<file path="src/rtl/multicycle_pkg.sv">
// Shared encodings for the multicycle RV32I control FSM: states, datapath
// select codes, ALU operation codes and the opcodes the FSM recognises.
package multicycle_pkg;

    // FSM states; FETCH must stay at zero so a cleared register means FETCH.
    typedef enum logic [3:0] {
        S_FETCH    = 4'd0,
        S_DECODE   = 4'd1,
        S_MEMADR   = 4'd2,
        S_MEMREAD  = 4'd3,
        S_MEMWB    = 4'd4,
        S_MEMWRITE = 4'd5,
        S_EXECUTER = 4'd6,
        S_EXECUTEI = 4'd7,
        S_ALUWB    = 4'd8,
        S_BEQ      = 4'd9,
        S_JAL      = 4'd10,
        S_JALR     = 4'd11,
        S_JALRLINK = 4'd12,
        S_ILLEGAL  = 4'd13
    } state_e;

    // ALUOp: how the ALU decoder chooses the operation
    localparam logic [1:0] ALUOP_ADD  = 2'b00;
    localparam logic [1:0] ALUOP_SUB  = 2'b01;
    localparam logic [1:0] ALUOP_FUNC = 2'b10;

    // ResultSrc
    localparam logic [1:0] RES_ALUOUT    = 2'b00;
    localparam logic [1:0] RES_DATA      = 2'b01;
    localparam logic [1:0] RES_ALURESULT = 2'b10;

    // ALUSrcA
    localparam logic [1:0] SRCA_PC    = 2'b00;
    localparam logic [1:0] SRCA_OLDPC = 2'b01;
    localparam logic [1:0] SRCA_A     = 2'b10;

    // ALUSrcB
    localparam logic [1:0] SRCB_B    = 2'b00;
    localparam logic [1:0] SRCB_IMM  = 2'b01;
    localparam logic [1:0] SRCB_FOUR = 2'b10;

    // ImmSrc
    localparam logic [1:0] IMM_I = 2'b00;
    localparam logic [1:0] IMM_S = 2'b01;
    localparam logic [1:0] IMM_B = 2'b10;
    localparam logic [1:0] IMM_J = 2'b11;

    // ALUControl operation codes understood by the alu
    localparam logic [2:0] ALU_ADD = 3'b000;
    localparam logic [2:0] ALU_SUB = 3'b001;
    localparam logic [2:0] ALU_AND = 3'b010;
    localparam logic [2:0] ALU_OR  = 3'b011;
    localparam logic [2:0] ALU_SLT = 3'b101;

    // Opcodes
    localparam logic [6:0] OP_LOAD   = 7'b0000011;
    localparam logic [6:0] OP_STORE  = 7'b0100011;
    localparam logic [6:0] OP_RTYPE  = 7'b0110011;
    localparam logic [6:0] OP_ITYPE  = 7'b0010011;
    localparam logic [6:0] OP_BRANCH = 7'b1100011;
    localparam logic [6:0] OP_JAL    = 7'b1101111;
    localparam logic [6:0] OP_JALR   = 7'b1100111;

    // Immediate format selected purely from the opcode
    function automatic logic [1:0] imm_src_of(input logic [6:0] op);
        logic [1:0] imm;
        case (op)
            OP_STORE:  imm = IMM_S;
            OP_BRANCH: imm = IMM_B;
            OP_JAL:    imm = IMM_J;
            default:   imm = IMM_I;
        endcase
        return imm;
    endfunction

endpackage

</file>
<file path="src/rtl/multicycle_ctrl_aludec.sv">
// ALU decoder: turns ALUOp plus the instruction function bits into an ALU
// operation. Subtract for R-type only when funct7[5] is set on an R-type op.
module aludec
    import multicycle_pkg::*;
#(
    parameter int ALUCTL_W = 3
) (
    input  logic                opb5,
    input  logic [2:0]          funct3,
    input  logic                funct7b5,
    input  logic [1:0]          ALUOp,
    output logic [ALUCTL_W-1:0] ALUControl
);

    logic [2:0] alu_ctl_s;

    // Select the ALU operation from ALUOp and, for ALUOP_FUNC, from funct3
    always_comb begin
        alu_ctl_s = ALU_ADD;
        case (ALUOp)
            ALUOP_ADD: alu_ctl_s = ALU_ADD;
            ALUOP_SUB: alu_ctl_s = ALU_SUB;
            ALUOP_FUNC: begin
                case (funct3)
                    3'b000: begin
                        if (opb5 && funct7b5) begin
                            alu_ctl_s = ALU_SUB;
                        end else begin
                            alu_ctl_s = ALU_ADD;
                        end
                    end
                    3'b010:  alu_ctl_s = ALU_SLT;
                    3'b110:  alu_ctl_s = ALU_OR;
                    3'b111:  alu_ctl_s = ALU_AND;
                    default: alu_ctl_s = ALU_ADD;
                endcase
            end
            default: alu_ctl_s = ALU_ADD;
        endcase
    end

    assign ALUControl = ALUCTL_W'(alu_ctl_s);

endmodule

</file>
<file path="src/rtl/multicycle_ctrl.sv">
// Multicycle control FSM for the RV32I subset (lw, sw, R/I ALU, beq, jal,
// jalr). Outputs decode from the state register; only PCWrite looks at Zero
// (BEQ) and PCWrite/IRWrite look at mem_ready (FETCH). Reset aborts any
// instruction in flight and masks all write enables while it is held.
module multicycle_ctrl
    import multicycle_pkg::*;
#(
    parameter int ALUCTL_W = 3
) (
    input  logic                clk,
    input  logic                reset,
    input  logic [6:0]          op,
    input  logic [2:0]          funct3,
    input  logic                funct7b5,
    input  logic                Zero,
    input  logic                mem_ready,
    output logic                PCWrite,
    output logic                AdrSrc,
    output logic                MemWrite,
    output logic                IRWrite,
    output logic [1:0]          ResultSrc,
    output logic [1:0]          ALUSrcA,
    output logic [1:0]          ALUSrcB,
    output logic [ALUCTL_W-1:0] ALUControl,
    output logic [1:0]          ImmSrc,
    output logic                RegWrite,
    output logic                illegal,
    output logic [3:0]          state_o
);

    state_e     state_q;
    state_e     state_d;
    logic       pc_write_s;
    logic       ir_write_s;
    logic       mem_write_s;
    logic       reg_write_s;
    logic [1:0] alu_op_s;

    // Next-state logic; mem_ready is only consulted in the memory states
    always_comb begin
        state_d = state_q;
        case (state_q)
            S_FETCH: begin
                if (mem_ready) begin
                    state_d = S_DECODE;
                end else begin
                    state_d = S_FETCH;
                end
            end
            S_DECODE: begin
                case (op)
                    OP_LOAD,
                    OP_STORE:  state_d = S_MEMADR;
                    OP_RTYPE:  state_d = S_EXECUTER;
                    OP_ITYPE:  state_d = S_EXECUTEI;
                    OP_BRANCH: state_d = S_BEQ;
                    OP_JAL:    state_d = S_JAL;
                    OP_JALR:   state_d = S_JALR;
                    default:   state_d = S_ILLEGAL;
                endcase
            end
            S_MEMADR: begin
                if (op[5]) begin
                    state_d = S_MEMWRITE;
                end else begin
                    state_d = S_MEMREAD;
                end
            end
            S_MEMREAD: begin
                if (mem_ready) begin
                    state_d = S_MEMWB;
                end else begin
                    state_d = S_MEMREAD;
                end
            end
            S_MEMWB:    state_d = S_FETCH;
            S_MEMWRITE: begin
                if (mem_ready) begin
                    state_d = S_FETCH;
                end else begin
                    state_d = S_MEMWRITE;
                end
            end
            S_EXECUTER: state_d = S_ALUWB;
            S_EXECUTEI: state_d = S_ALUWB;
            S_ALUWB:    state_d = S_FETCH;
            S_BEQ:      state_d = S_FETCH;
            S_JAL:      state_d = S_ALUWB;
            S_JALR:     state_d = S_JALRLINK;
            S_JALRLINK: state_d = S_ALUWB;
            S_ILLEGAL:  state_d = S_ILLEGAL;
            default:    state_d = S_ILLEGAL;
        endcase
    end

    // State register with synchronous reset back to FETCH
    always_ff @(posedge clk) begin
        if (reset) begin
            state_q <= S_FETCH;
        end else begin
            state_q <= state_d;
        end
    end

    // Datapath controls decoded from the current state
    always_comb begin
        pc_write_s  = 1'b0;
        ir_write_s  = 1'b0;
        mem_write_s = 1'b0;
        reg_write_s = 1'b0;
        AdrSrc      = 1'b0;
        ResultSrc   = RES_ALUOUT;
        ALUSrcA     = SRCA_PC;
        ALUSrcB     = SRCB_B;
        alu_op_s    = ALUOP_ADD;
        illegal     = 1'b0;
        case (state_q)
            S_FETCH: begin
                ALUSrcB    = SRCB_FOUR;
                ResultSrc  = RES_ALURESULT;
                pc_write_s = mem_ready;
                ir_write_s = mem_ready;
            end
            S_DECODE: begin
                ALUSrcA = SRCA_OLDPC;
                ALUSrcB = SRCB_IMM;
            end
            S_MEMADR: begin
                ALUSrcA = SRCA_A;
                ALUSrcB = SRCB_IMM;
            end
            S_MEMREAD: begin
                AdrSrc = 1'b1;
            end
            S_MEMWB: begin
                ResultSrc   = RES_DATA;
                reg_write_s = 1'b1;
            end
            S_MEMWRITE: begin
                AdrSrc      = 1'b1;
                mem_write_s = 1'b1;
            end
            S_EXECUTER: begin
                ALUSrcA  = SRCA_A;
                alu_op_s = ALUOP_FUNC;
            end
            S_EXECUTEI: begin
                ALUSrcA  = SRCA_A;
                ALUSrcB  = SRCB_IMM;
                alu_op_s = ALUOP_FUNC;
            end
            S_ALUWB: begin
                reg_write_s = 1'b1;
            end
            S_BEQ: begin
                ALUSrcA    = SRCA_A;
                alu_op_s   = ALUOP_SUB;
                pc_write_s = Zero;
            end
            S_JAL: begin
                ALUSrcA    = SRCA_OLDPC;
                ALUSrcB    = SRCB_FOUR;
                pc_write_s = 1'b1;
            end
            S_JALR: begin
                ALUSrcA    = SRCA_A;
                ALUSrcB    = SRCB_IMM;
                ResultSrc  = RES_ALURESULT;
                pc_write_s = 1'b1;
            end
            S_JALRLINK: begin
                ALUSrcA = SRCA_OLDPC;
                ALUSrcB = SRCB_FOUR;
            end
            S_ILLEGAL: begin
                illegal = 1'b1;
            end
            default: begin
                illegal = 1'b0;
            end
        endcase
    end

    // Write enables are masked for as long as reset is held
    assign PCWrite  = pc_write_s  & ~reset;
    assign IRWrite  = ir_write_s  & ~reset;
    assign MemWrite = mem_write_s & ~reset;
    assign RegWrite = reg_write_s & ~reset;

    assign ImmSrc   = imm_src_of(op);
    assign state_o  = state_q;

    aludec #(
        .ALUCTL_W (ALUCTL_W)
    ) u_aludec (
        .opb5       (op[5]),
        .funct3     (funct3),
        .funct7b5   (funct7b5),
        .ALUOp      (alu_op_s),
        .ALUControl (ALUControl)
    );

endmodule

</file>
<file path="config.mk">
export PLATFORM = sky130hd
export DESIGN_NAME = multicycle_ctrl
export DESIGN_NICKNAME = d
export VERILOG_FILES = /design/src/rtl/multicycle_pkg.sv /design/src/rtl/multicycle_ctrl_aludec.sv /design/src/rtl/multicycle_ctrl.sv
export SDC_FILE = /design/constraint.sdc
export NUM_CORES = 1
export LEC_CHECK = 0
export ABC_CLOCK_PERIOD_IN_PS = 3500
export CAP_MARGIN = 0
export CORE_MARGIN = 2
export CORE_UTILIZATION = 35
export CTS_CLUSTER_SIZE = 30
export DETAILED_ROUTE_END_ITERATION = 12
export MAX_ROUTING_LAYER = met4
export PLACE_DENSITY = 0.85
export REMOVE_ABC_BUFFERS = 1
export SLEW_MARGIN = 10
export SYNTH_ARGS = -nofsm -noshare
export SYNTH_HDL_FRONTEND = slang
export SYNTH_SLANG_ARGS = --single-unit
</file>
<file path="constraint.sdc">
create_clock -name clk -period 3.5 [get_ports clk]
set_input_delay 0.35 -clock clk [delete_from_list [all_inputs] [get_ports clk]]
set_output_delay 0.35 -clock clk [all_outputs]
set_load 0.03 [all_outputs]
</file>
==> run metrics <==
outcome complete, no violations; R2R Path Start state_o[0]$_SDFF_PP0_; DRT iter0 DRCs 18; Layout Skew 0.00221 ns; number of global-route vias before repair 634; final hold viol count 0; CTS root buf clkbuf_4; Max-cap violations 0; Post-CTS Repair Setup Buffers 0; P_sw 331 uW; # hold bufs at CTS 0; CP Data Required Time 3.15 ns; H-tree depth 1; CTS tree done; Overflow after GRT 0; WP buf/inv 1; CP top delay family simple AND/OR/NAND/NOR gates; Final Non-Filler Cells 144; syn_area_per_cell 6.41 sq um; DRC violations left 0; Clock Latency Late Sink 0.23 ns; vias 804; row cnt 15; Clock Power Share 0.091; final slew viol count 0; DIE WIDTH 46.2 um; fraction of layout cells with a size suffix above 1 0.0630; upper clock frequency limit 327 MHz; Total Power 616 uW; asr flop ratio synth 0; Placeable Area 1690 sq um; sw frac 0.537; EDFF count, synth 0; initial antenna violation count 0; Max stage delay cell, worst path clkdlybuf4s50_1; CTS Buffer Depth 2; final worst-path cycle share 0.873; IO Pins 36; Main synth FF type dfxtp_1; maximum VDD drop 0.399 mV; combinational power share 0.720; Fillers 150; pin count of the biggest net entering global routing 20; Initial Util 0.368; PortBufs 35; Yosys reg bits 4; Final GP Congestion 0.786; Global Route Usage Sum 0.171; Hold Path Class reg -> reg; max reg flops 4; worst-margin pin slew 0.616 ns; worst-path fanout max 19; hold-critical path depth 1; Die H 46.2 um; Die ar. 2130 sq um; startpoint types register; r2r worst-path depth 4; dpl hpwl 1.32 mm; Worst R2R Setup Slack 1.91 ns; FF-to-FF End state_o[2]$_SDFF_PP0_; Seq/Total Area, Yosys 0.129; Internal Power 285 uW; CTS sink count 4; area grow syn2layout 58.4%; diode count 0; Syn Std Cell Area 622 sq um; CP cell instances nand2b_1 > or3_1 > ha_1 > nor3b_1 > clkdlybuf4s50_1; PD cells 625 nW/um^2; Yosys cell types 37; drt wl/cell 11.8 um; Seq pwr share 0.189; ANT nets after route 0; Hold Path Origin state_o[3]$_SDFF_PP0_; Gate Count Post-Synth 97; WP data arrival 2.71 ns; leakage 0.375 nW; Slew headroom 0.589; Worst Setup End Kind output pin; hold endpoint state_o[1]$_SDFF_PP0_; CTS resizes 0; Yosys Warn Count 0; setup_tns 0 ns; min Tclk post-route 3.06 ns; critical path type reg -> out; final net count 146; worst setup path start state_o[0]$_SDFF_PP0_; Setup violations, final 0; total CTS buffers 3; RSZ-0062 raised after global routing no; Worst-path clk slew 0.04 ns; CP max stage delay 0.69 ns; DR vias/cell 5.58; first-pass GRT wire length 2.65 mm; routed wire length 1.70 mm; dpl cells 141; first-pass iteration count of the detailed router 4
[stage by stage]
step | hold WS (ns) | utilization | setup slack (ns) | instance area [sq um]
floorplan | 0.419 | - | 0.766 | 583
global placement | 0.672 | 0.570 | 0.768 | 962
detailed placement | 0.676 | 0.570 | 0.711 | 962
CTS | 0.685 | 0.583 | 0.453 | 985
global route | 0.713 | 0.583 | 0.278 | 985
finish | 0.682 | 0.583 | 0.444 | 985
[logic make-up after synthesis]
logic type      count (synthesis)  synth area share
buf+inv                        17             0.111
simple gates                   43             0.364
xor+xnor                        3            0.0423
fa+ha+maj                       2            0.0402
compound gates                 28             0.314
flops                           4             0.129
[Yosys cell counts, types with 3 or more instances]
cell type  instances  area [sq um]
nor3_1             6          30.0
buf_1              3          11.3
buf_2              4          20.0
dfxtp_1            4          80.1
a31oi_1            3          18.8
o21ai_0            4          20.0
o211ai_1           3          22.5
a21oi_1            5          25.0
nand2_1           11          41.3
inv_1              8          30.0
nor2_1             9          33.8
nand3_1            3          15.0
nor2b_1            3          18.8
[cell usage in the layout, fill, tap and decap left out]
cell | netlist | layout
a31oi_1 | 3 | 3
o21bai_1 | 1 | 1
o22ai_1 | 2 | 2
nor4_1 | 2 | 2
o21a_1 | 2 | 2
o41ai_1 | 1 | 1
a32o_1 | 1 | 1
and3_1 | 2 | 2
xor2_1 | 1 | 1
ha_1 | 2 | 2
xnor2_1 | 2 | 2
buf_4 | 0 | 1
clkbuf_4 | 0 | 3
o21ai_2 | 1 | 1
nor2_1 | 9 | 9
or3_1 | 1 | 1
dfxtp_1 | 4 | 4
nand2b_1 | 1 | 1
a21oi_1 | 5 | 5
a211oi_1 | 1 | 1
nand2_1 | 11 | 11
clkdlybuf4s50_1 | 0 | 35
and4_4 | 1 | 1
a21o_1 | 1 | 1
o31ai_1 | 1 | 1
nand3_1 | 3 | 3
o21ai_0 | 4 | 4
nor2b_1 | 3 | 3
o31a_1 | 1 | 1
nor3b_1 | 1 | 1
nor3_1 | 6 | 6
o211ai_1 | 3 | 3
inv_1 | 8 | 8
a2111oi_2 | 1 | 1
nor4_2 | 1 | 1
and4b_1 | 1 | 1
and3b_1 | 1 | 1
[cell type report]
class                   count  area, sq um  share of cell area
multi-input cells          76          473               0.480
repair buffers             36          358               0.363
flip-flops and latches      4         80.1              0.0813
inverters                   8         30.0              0.0305
clock buffers               3         22.5              0.0229
well taps                  17         21.3              0.0216
[worst max path at each step]
stage                                to  slack, ns  cells past startpoint
after global routing      ALUControl[1]       0.28                      5
after global placement    ALUControl[1]       0.77                      5
final                     ALUControl[1]       0.44                      5
after floorplan           ALUControl[1]       0.77                      4
after CTS                 ALUControl[1]       0.45                      5
after detailed placement  ALUControl[1]       0.71                      5
[metal layers]
| metal | wire length [um] | vias to the layer above | GRT usage | share of wire |
|---|---|---|---|---|
| met4 | 18 | 0 | 0.0686 | 0.011 |
| met5 | 0 | - | - | 0 |
| li1 | - | 406 | - | - |
| met2 | 794 | 35 | 0.267 | 0.47 |
| met1 | 755 | 361 | 0.228 | 0.44 |
| met3 | 130 | 2 | 0.0118 | 0.077 |
[power groups by stage]
stage / Sequential [mW] / Clock, mW / Combinational, mW
after floorplan: 0.132 / 0 / 0.249
after global placement: 0.114 / 0 / 0.442
after detailed placement: 0.116 / 0 / 0.443
after CTS: 0.116 / 0.0589 / 0.445
after global routing: 0.122 / 0.0614 / 0.476
final: 0.116 / 0.0560 / 0.443
No activity file was read; power rests on OpenSTA's default activity.
